<file path="src/rtl/regfile_writeback.sv">
// ---------------------------------------------------------------------------
// regfile_writeback
//
// Write-side companion of the CPU register file. ALU results and load results
// (the latter buffered in a small FIFO) are arbitrated onto the register
// file's single registered write port. A per-register scoreboard tracks
// pending writes so issue can stall on hazards, and a one-cycle-delayed copy
// of the write port is provided as a bypass record.
//
// Ports:
//   clk, rst        clock; synchronous active-high reset
//   ce              clock enable; when low all state holds
//   issue_valid/rd  issued instruction that will write issue_rd
//   alu_valid/rd/data   ALU result (always accepted while ce=1)
//   ld_valid/rd/data    load result offer; ld_ready = ce & !full
//   rf_rd_idx/rf_data_in/rf_write_en   registered register file write port
//   busy            scoreboard, bit i = write to register i pending
//   byp_valid/idx/data  write port as it was on the previous enabled edge
//   lq_count        load queue occupancy
// ---------------------------------------------------------------------------
module regfile_writeback #(
    parameter int REGISTER_WIDTH = 32,
    parameter int NREGS          = 32,
    parameter int LQ_DEPTH       = 4
) (
    input  logic                      clk,
    input  logic                      rst,
    input  logic                      ce,
    input  logic                      issue_valid,
    input  logic [4:0]                issue_rd,
    input  logic                      alu_valid,
    input  logic [4:0]                alu_rd,
    input  logic [REGISTER_WIDTH-1:0] alu_data,
    input  logic                      ld_valid,
    output logic                      ld_ready,
    input  logic [4:0]                ld_rd,
    input  logic [REGISTER_WIDTH-1:0] ld_data,
    output logic [4:0]                rf_rd_idx,
    output logic [REGISTER_WIDTH-1:0] rf_data_in,
    output logic                      rf_write_en,
    output logic [NREGS-1:0]          busy,
    output logic                      byp_valid,
    output logic [4:0]                byp_idx,
    output logic [REGISTER_WIDTH-1:0] byp_data,
    output logic [$clog2(LQ_DEPTH):0] lq_count
);

    localparam int PTR_W = $clog2(LQ_DEPTH);
    localparam int CNT_W = PTR_W + 1;

    // Load queue storage and control
    logic [4:0]                lq_rd   [LQ_DEPTH];
    logic [REGISTER_WIDTH-1:0] lq_data [LQ_DEPTH];
    logic [PTR_W-1:0]          wr_ptr;
    logic [PTR_W-1:0]          rd_ptr;
    logic [CNT_W-1:0]          count;
    logic                      lq_full;
    logic                      lq_empty;
    logic                      push;
    logic                      pop;

    // Arbitration result
    logic                      sel_valid;
    logic [4:0]                sel_rd;
    logic [REGISTER_WIDTH-1:0] sel_data;
    logic [NREGS-1:0]          busy_next;

    assign lq_full  = (count == CNT_W'(LQ_DEPTH));
    assign lq_empty = (count == '0);
    assign ld_ready = ce & ~lq_full;
    assign push     = ld_valid & ld_ready;
    // The ALU has priority; the queue only drains in cycles without an ALU result.
    assign pop      = ce & ~alu_valid & ~lq_empty;
    assign lq_count = count;

    always_comb begin
        // NOTE: every signal assigned here gets a default first, so no path
        // leaves it unassigned and no latch is inferred.
        sel_valid = alu_valid | ~lq_empty;
        sel_rd    = lq_rd[rd_ptr];
        sel_data  = lq_data[rd_ptr];
        if (alu_valid) begin
            sel_rd   = alu_rd;
            sel_data = alu_data;
        end
    end

    // Scoreboard: the clear comes from the write being committed this edge;
    // the set is applied after it so a same-index issue wins.
    always_comb begin
        busy_next = busy;
        if (rf_write_en)
            busy_next[rf_rd_idx] = 1'b0;
        if (issue_valid && issue_rd != 5'd0)
            busy_next[issue_rd] = 1'b1;
        busy_next[0] = 1'b0;
    end

    // NOTE: the queue storage is not reset; the pointers and count define
    // which entries are live, so stale contents are never observed.
    always_ff @(posedge clk) begin
        if (push) begin
            lq_rd[wr_ptr]   <= ld_rd;
            lq_data[wr_ptr] <= ld_data;
        end
    end

    // NOTE: all sequential state uses non-blocking assignments so every
    // register samples the pre-edge values (the bypass copy relies on this).
    always_ff @(posedge clk) begin
        if (rst) begin
            rf_write_en <= 1'b0;
            rf_rd_idx   <= '0;
            rf_data_in  <= '0;
            byp_valid   <= 1'b0;
            byp_idx     <= '0;
            byp_data    <= '0;
            busy        <= '0;
            wr_ptr      <= '0;
            rd_ptr      <= '0;
            count       <= '0;
        end else if (ce) begin
            // A selected result for x0 is consumed but never written.
            rf_write_en <= sel_valid && (sel_rd != 5'd0);
            if (sel_valid) begin
                rf_rd_idx  <= sel_rd;
                rf_data_in <= sel_data;
            end
            byp_valid <= rf_write_en;
            byp_idx   <= rf_rd_idx;
            byp_data  <= rf_data_in;
            busy      <= busy_next;
            // Depth is a power of two, so the pointers wrap naturally.
            if (push)
                wr_ptr <= wr_ptr + PTR_W'(1);
            if (pop)
                rd_ptr <= rd_ptr + PTR_W'(1);
            case ({push, pop})
                2'b10:   count <= count + CNT_W'(1);
                2'b01:   count <= count - CNT_W'(1);
                default: count <= count;
            endcase
        end
    end

endmodule

</file>
<file path="config.mk">
export PLATFORM = sky130hd
export DESIGN_NAME = regfile_writeback
export DESIGN_NICKNAME = d
export VERILOG_FILES = /design/src/rtl/regfile_writeback.sv
export SDC_FILE = /design/constraint.sdc
export NUM_CORES = 1
export LEC_CHECK = 0
export CAP_MARGIN = 5
export CORE_MARGIN = 2
export CORE_UTILIZATION = 25
export DETAILED_ROUTE_END_ITERATION = 10
export GPL_TIMING_DRIVEN = 0
export PLACE_DENSITY = 0.41
export SLEW_MARGIN = 10
export SYNTH_ARGS = -nofsm -noshare
export SYNTH_HDL_FRONTEND = slang
export SYNTH_SLANG_ARGS = --single-unit
</file>
<file path="constraint.sdc">
create_clock -name clk -period 4.2 [get_ports clk]
set_clock_uncertainty 0.1 [all_clocks]
set_input_delay 1.05 -clock clk [delete_from_list [all_inputs] [get_ports clk]]
set_output_delay 1.05 -clock clk [all_outputs]
set_load 0.01 [all_outputs]
</file>
Word level (Yosys, flattened, before mapping)
Memories as Yosys holds them, arrays and structs flattened. A register that Yosys moved wholly into a read port is not among the register bits.
Index checks and enable logic that the tools add are counted.
Cells by class
  add/sub/neg operators: 4
  order comparisons: 4
  equality and inequality tests: 3
  mux-type cells: 15
  bitwise gates (word level): 11
  reductions and logical operators: 12
Operators with widths (count)
  two-way mux 32 bit: 3
  AND 32 bit: 1
  NOT 32 bit: 1
  OR 32 bit: 1
  less-than comparator 5 x 6 -> 1 bit, second input constant: 2
  demux 1 bit (select 5 bit): 2
  >= comparator 5 x 1 -> 1 bit, second input constant: 2
  nonzero test 5 bit: 2
  two-way mux 2 bit: 4
  AND reduction 2 bit: 4
  case mux 3 bit (2 select lines): 1
  two-way mux 5 bit: 1
  adder 2 x 1 -> 2 bit, second input constant: 2
  AND 1 bit: 4
  logical AND 1 bit: 4
  two-way mux 1 bit: 4
  adder 3 x 1 -> 3 bit, second input constant: 1
  == test 3 bit, second input constant: 1
  logical NOT 3 bit: 1
  NOT 1 bit: 3
  subtractor 3 x 1 -> 3 bit, second input constant: 1
  == test 2 x 1 -> 1 bit, second input constant: 1
  == test 2 bit, second input constant: 1
  nonzero test 2 bit: 1
  OR 1 bit: 1
Storage, ports and cells
  bits in registers: 114
  memory bits (writable): 148
  input port bits: 85
  output and inout bits: 112
  memories kept: 2
Memories
  lq_data: words 4, bits a word 32, read ports 1, clocked after memory_dff 1, write ports 1, line 53  | logic [REGISTER_WIDTH-1:0] lq_data [LQ_DEPTH];
  lq_rd: words 4, bits a word 5, read ports 1, clocked after memory_dff 1, write ports 1, line 52  | logic [4:0] lq_rd [LQ_DEPTH];

Longest topological paths before layout
Gate-level depths: netlist of the first run.
  depth after elaboration: 9
  gate-level depth with buffers: 9
  gate-level depth less buffers: 9

Least setup slack after synthesis of the first run
OpenSTA, ideal clock, no wires.
  path kind: input -> register
  from: input port ce
  to: memory lq_data[0][0], enable pin
  data arrival time: 2461 ps
  required time: 3702 ps
  slack: 1241 ps
  stages: 3
  buffers on the path: 0
  cells stage by stage: inv_1 -> a31oi_1 -> and3_1
On the way
  word-level cells in the longest chain between the ends: 4
RTL lines
  start, declared: line 28  | input logic ce,
  AND 1 bit: line 70  | assign ld_ready = ce & ~lq_full;
  named net ld_ready: line 35  | output logic ld_ready,
  AND 1 bit: line 71  | assign push = ld_valid & ld_ready;
  two-way mux 1 bit: line 102  | if (push) begin
  two-way mux 1 bit (implied by the code): line 104  | lq_data[wr_ptr] <= ld_data;
  end, declared: line 53
The timed path passes the listed nets, and every way through them passes these cells.

Worst setup path after layout of the first run
  from: input port ce
  to: output port ld_ready
On the way
  word-level cells in the longest chain between the ends: 1
RTL lines (line)
  AND 1 bit: 70
  end, declared: 35
Every way passes these cells.

==> impl_metrics.py, run 1 <==
metrics = {
    "timing": {
        "rsz0062_at_grt": "no",
        "setup_viol": 0,
        "relSlewSlack_pct": 31.8,
        "fmax_mhz": 250,
        "fin_crit_sh_pct": 95.1,
        "tightest_slew_ps": 1020,
        "hold_ws_ps": 376,
        "hold_viol": 0,
        "tns_ps": 0,
        "period_needed_ps": 3990,
        "drv_slew": 0,
    },
    "setup_path": {
        "r2r_setup_slack_ps": 1870,
        "r2r_start": "lq_count[2]",
        "cp_cell_sequence": "clkdlybuf4s50_1 > inv_1 > a31oi_1 > clkdlybuf4s50_1",
        "slowest_stage": "clkdlybuf4s50_1",
        "cp-end-kind": "output port",
        "max_stage_delay_ps": 630,
        "rr_worst_depth": 9,
        "critPathRequiredTime_ps": 3050,
        "crit_buf_inv": 3,
        "cp-endpoint": "ld_ready",
        "cp_top_family": "buffers and inverters",
        "worst_path_most_repeated_cell": "clkdlybuf4s50_1",
        "crit_path_start_kind": "input port",
        "worstPathMaxFanout": 7,
        "crit_start": "ce",
        "r2r-end": "lq_count[2]",
        "cp_data_arrival_time_ps": 2840,
        "crit_type": "input port to output port",
        "cp_num_cells": 4,
    },
    "routing": {
        "detail_route.wl_per_cell_microns": 20.3,
        "dr.first_iter.drc_count": 268,
        "vias_per_cell": 4.40,
        "drt_wl_total_microns": 30800,
        "first_pass_iters": 5,
        "drcViolationCount": 0,
        "vias": 6670,
        "ant_nets": 0,
    },
    "logic_synthesis": {
        "synth_fa_ha_area_share_pct": 0.798,
        "synthFlopType": "edfxtp_1",
        "synthCells": 727,
        "synth_area_sq_mm": 0.0103,
        "synth_compound_area_share_pct": 8.11,
        "synth-xor-area-share_pct": 0.508,
        "synth_edf_count": 148,
        "syn_avg_cell_area_sq_um": 14.2,
        "netlist_top_cells_area": "edfxtp_1 (43%), dfxtp_1 (22%), mux2i_1 (7.6%)",
        "ys_seq_area_share_pct": 65.4,
        "synth_top_family_by_area": "multiplexers",
        "ys_async_sr_fraction_pct": 0,
        "synth.top_cells.by_count": "edfxtp_1 (148), dfxtp_1 (116), nor2_1 (84), mux2i_1 (79), nand2_1 (41)",
        "synth_most_common_cell": "edfxtp_1",
        "synth_cell_type_count": 43,
        "synth_top_area_share_pct": 43.0,
        "synth_nets": 818,
        "synth-simple-area-share_pct": 7.61,
        "yosysWarnings": 0,
        "synth_seq_cells": 264,
        "yosys.area.top_type": "edfxtp_1",
        "yosys-mux-area-fraction_pct": 14.9,
    },
    "grt": {
        "grt_use_total_pct": 14.2,
        "grt_pass1_vias": 7120,
        "antenna_found_initial": 3,
        "grt_overflow": 0,
        "grt_pass1_wl_microns": 46100,
        "grt_max_degree": 26,
    },
    "clocking": {
        "cts_tree": "done",
        "post_cts_buffers": 0,
        "cts.sinks": 264,
        "cts_buffers": 31,
        "clock_path_buffers": 3,
        "hold_buffers": 0,
        "worstSkewPairLatency_ps": 560,
        "path_clk_slew_ps": 60,
        "cts-resized-gates": 0,
        "root_buffer": "clkbuf_16",
        "cts_htree_levels": 1,
    },
    "final_layout": {
        "num-fill-cells": 4079,
        "fin_util_pct": 34.3,
        "syn_to_final_growth_pct": 35.4,
        "drive_gt1_share_pct": 15.5,
        "final_cell_area_sq_mm": 0.0140,
        "nets": 1049,
    },
    "floorplan": {
        "ios": 197,
        "core_sq_mm": 0.0408,
        "die_height_microns": 207,
        "die_x_microns": 207,
        "dieArea_sq_mm": 0.0430,
        "num_rows": 74,
        "start_util_pct": 25.3,
    },
    "place": {
        "place_area_sq_mm": 0.0130,
        "hpwlAfterDp_microns": 20700,
        "gp_congestion": 0.729,
        "io_buffers": 194,
    },
    "power": {
        "p_per_area_mw_per_mm2": 433,
        "leakage_nw": 4.77,
        "p_total_w": 0.00607,
        "ir_worst_vdd_uv": 296,
    },
    "hold_path": {
        "hold_path_class": "flop to flop",
    },
    "outcome": {
        "status": "completed",
    },
    "run": {
        "cap_violations": 0,
    },
}
## cells in the final DEF, fill, tap and decap left out, drive strengths merged, types with 3 or more instances in the layout
cell / n
nor3b: 4
a22oi: 5
or3b: 3
and3: 5
clkinv: 6
edfxtp: 148
nand3b: 4
xnor2: 5
inv: 7
nand2b: 5
a21oi: 38
mux4: 33
nor2b: 3
a211oi: 33
nand3: 5
clkbuf: 68
or2: 3
dfxtp: 116
and3b: 4
nand2: 41
nor2: 84
and2: 3
clkdlybuf4s50: 194
ha: 5
buf: 33
mux2i: 79
o21ai: 32
## logic make-up after synthesis
group,Yosys count
AO/OA/AOI/OAI,113
XOR/XNOR,6
buffers and inverters,53
flip-flops,264
AND/OR/NAND/NOR,171
adder cells (fa/ha/maj),6
multiplexers,113
other,1
## state kept, by name (all words and copies together), names as in the netlist, named ones only
signal	flops
busy	31
byp_data	32
byp_idx	5
byp_valid	1
lq_count	3
lq_data	128
lq_rd	20
rd_ptr	2
rf_data_in	32
rf_rd_idx	5
rf_write_en	1
wr_ptr	2
## final cells by class
| type | instances | area (sq um) | area share [%] |
|---|---|---|---|
| repair buffers | 198 | 2020 | 14.4 |
| clock buffers | 51 | 942 | 6.72 |
| inverters | 7 | 26.3 | 0.188 |
| well taps | 532 | 666 | 4.75 |
| plain buffers | 46 | 243 | 1.73 |
| diodes | 1 | 2.50 | 0.0179 |
| clock inverters | 6 | 30.0 | 0.214 |
| multi-input cells | 410 | 3320 | 23.7 |
| flip-flops and latches | 264 | 6770 | 48.3 |
## worst min path at each step
stage               from       end  slack [ps]  cells past startpoint
2_1_floorplan  rd_ptr[1]      flop         380                      2
3_3_place_gp    busy[10]  busy[10]         370                      2
3_5_place_dp    busy[15]  busy[15]         370                      2
4_1_cts         busy[15]  busy[15]         380                      2
5_1_grt         busy[24]  busy[24]         410                      2
6_report        busy[23]  busy[23]         380                      2
## report_power, final
part	internal [W]	switching (W)	total [W]
clock network	0.00151	0.00105	0.00257
logic	0.000312	0.000311	0.000623
registers	0.00282	0.0000567	0.00288
total	0.00465	0.00142	0.00607
## per-stage QoR
step	setup WS, ps	std cells
floorplan	1240	727
global placement	-616	1453
detailed placement	191	1457
CTS	186	1514
global route	54.1	1515
finish	206	1515
## worst register-to-register path: stages, from the launching register on
cell and delay, ps:
dfxtp_1 400, inv_1 100, o311ai_2 450, ha_1 270, inv_1 60, fa_1 370, xnor2_1 150, nand2_1 80
xnor2_1 170, nor2_1 50
## layer usage
metal / part of all wire (%) / routed length, microns / track usage [%] / vias up
met3: 5.1 / 1580 / 3.13 / 42
li1: - / - / - / 3169
met4: 2.0 / 618 / 4.16 / 4
met1: 45 / 13800 / 18.4 / 3285
met2: 48 / 14800 / 23.9 / 170
met5: 0.078 / 24 / 0 / -
Power figures use the tool's default switching activity.
==> run 2, diff against run 1 <==
- CORE_ASPECT_RATIO: default -> 0.9
- SKIP_CTS_REPAIR_TIMING: default -> 1
- SLEW_MARGIN: 10 -> 5
==> run 2 against run 1 <==
Setup slack better by 67 ps. Flip-flop and latch count unchanged. Via count down 0.64%. Routed wire length down 1.9%. Critical path depth unchanged. Highest routed layer unchanged. Sequential power about the same. Utilization about the same. Fmax up 1.7%. Sequential share of layout area up 0.056 points. Non-clock buffer count unchanged.
==> impl_metrics.py, run 2 (same netlist as run 1, synthesis figures left out) <==
metrics = {
    "setup_path": {
        "crit_path_start_kind": "input port",
        "critPathRequiredTime_ps": 3050,
        "cp_cell_sequence": "clkdlybuf4s50_1 > inv_1 > a31oi_1 > clkdlybuf4s50_1",
        "max_stage_delay_ps": 630,
        "r2r_setup_slack_ps": 1810,
        "crit_type": "input port to output port",
        "cp_data_arrival_time_ps": 2780,
        "crit_buf_inv": 3,
        "slowest_stage": "clkdlybuf4s50_1",
        "worstPathMaxFanout": 7,
        "cp_top_family": "buffers and inverters",
        "worst_path_most_repeated_cell": "clkdlybuf4s50_1",
        "cp-end-kind": "output port",
    },
    "floorplan": {
        "start_util_pct": 25.4,
        "ios": 197,
        "num_rows": 70,
        "die_height_microns": 197,
        "die_x_microns": 218,
        "dieArea_sq_mm": 0.0430,
        "core_sq_mm": 0.0407,
    },
    "grt": {
        "grt_pass1_vias": 7016,
        "grt_overflow": 0,
        "antenna_found_initial": 5,
        "grt_use_total_pct": 14.0,
        "grt_max_degree": 21,
        "grt_pass1_wl_microns": 44800,
    },
    "timing": {
        "tightest_slew_ps": 947,
        "setup_viol": 0,
        "relSlewSlack_pct": 36.9,
        "fin_crit_sh_pct": 93.5,
        "tns_ps": 0,
        "hold_viol": 0,
        "rsz0062_at_grt": "no",
        "period_needed_ps": 3930,
        "fmax_mhz": 255,
        "drv_slew": 0,
    },
    "hold_path": {
        "hold_path_class": "flop to flop",
    },
    "place": {
        "io_buffers": 194,
        "hpwlAfterDp_microns": 20700,
        "gp_congestion": 0.755,
        "dp.cells": 1465,
    },
    "final_layout": {
        "drive_gt1_share_pct": 15.4,
        "layoutNonFillerInstCount": 1525,
        "largest_register_ffs": 128,
        "reg_top3": "lq_data x128, byp_data x32, rf_data_in x32",
        "nets": 1048,
        "mostFrequentLayoutCells": "clkdlybuf4s50_1 (194), edfxtp_1 (148), dfxtp_1 (116)",
        "regMostFlops": "lq_data",
        "final_common_cell": "clkdlybuf4s50_1",
        "syn_to_final_growth_pct": 35.3,
    },
    "power": {
        "ir_worst_vdd_uv": 199,
        "switching_share_pct": 23.5,
        "switchingPower_w": 0.00141,
        "clkPwrFrac_pct": 41.8,
        "p_per_area_mw_per_mm2": 429,
        "leakage_nw": 4.75,
        "comb_power_share_pct": 10.3,
        "intPower_w": 0.00460,
        "p_seq_share_pct": 47.8,
    },
    "routing": {
        "dr.first_iter.drc_count": 314,
        "drt_wl_total_microns": 30200,
        "vias": 6627,
        "first_pass_iters": 5,
        "ant_nets": 0,
        "drcViolationCount": 0,
        "detail_route.wl_per_cell_microns": 19.8,
        "vias_per_cell": 4.35,
    },
    "clocking": {
        "clock_path_buffers": 3,
        "worstSkewPairLatency_ps": 570,
        "path_clk_slew_ps": 60,
        "root_buffer": "clkbuf_16",
        "cts_buffers": 30,
        "cts.sinks": 264,
        "cts_htree_levels": 1,
        "cts_tree": "done",
    },
    "outcome": {
        "status": "completed",
    },
    "run": {
        "cap_violations": 0,
    },
}
[run 2: cell count changes in the layout (fill, tap and decap cells not counted), sizes merged]
cell	delta
clkinvlp	+1
bufinv	+2
diode	+3
clkinv	+9
clkbuf	-13
[run 2: routing by layer]
metal	global-route usage (%)	wire length (microns)	vias up	share of wire, %
met4	3.45	712	4	2.4
met1	18.2	13400	3214	44
met3	3.73	1930	49	6.4
met5	0	27	-	0.089
li1	-	-	3171	-
met2	23.2	14100	189	47
[run 2: path summary, 6_finish.rpt]
path          startpoint             end  cells past startpoint
max reg2reg  lq_count[0]  lq_data[3][16]                      4
max                   ce        ld_ready                      4
min reg2reg      busy[5]         busy[5]                      2
min              busy[5]         busy[5]                      2
[run 2: area by class of cell]
cell class | count | area (sq um)
diodes | 4 | 10.0
plain buffers | 46 | 243
clock buffers | 38 | 802
clock inverters | 18 | 136
fillers | 4053 | 26700
inverters | 7 | 26.3
multi-input cells | 410 | 3320
flip-flops and latches | 264 | 6770
well taps | 540 | 676
repair buffers | 198 | 2020
[run 2: power groups by stage]
stage / Clock, W / Combinational, W / Sequential (W)
finish: 0.00251 / 0.000621 / 0.00288
global route: 0.00271 / 0.000680 / 0.00289
CTS: 0.00261 / 0.000639 / 0.00288
detailed placement: 0 / 0.000637 / 0.00293
global placement: 0 / 0.000630 / 0.00294
floorplan: 0 / 0.000291 / 0.00294
[run 2: stage by stage]
step | util (%) | total power [W] | hold slack [ps] | worst slack [ps] | instance area [sq um]
after CTS | 34.3 | 0.00612 | 380 | 246 | 14000
after floorplan | - | 0.00323 | 385 | 1240 | 10300
after global placement | 31.8 | 0.00357 | 366 | -556 | 13000
final | 34.4 | 0.00601 | 376 | 273 | 14000
after detailed placement | 32.0 | 0.00357 | 372 | 251 | 13000
after global routing | 34.4 | 0.00628 | 392 | 89.2 | 14000
[run 2: worst register-to-register path: stages (launching register included)]
cell,delay [ps]
dfxtp_1,450
inv_1,120
a31oi_1,400
and3_2,730
buf_12,280
==> run 3, diff against run 2 <==
- ABC_CLOCK_PERIOD_IN_PS: default -> 4200
==> results of run 3 <==
Final layout, timing and power as in run 2 (identical DEF).
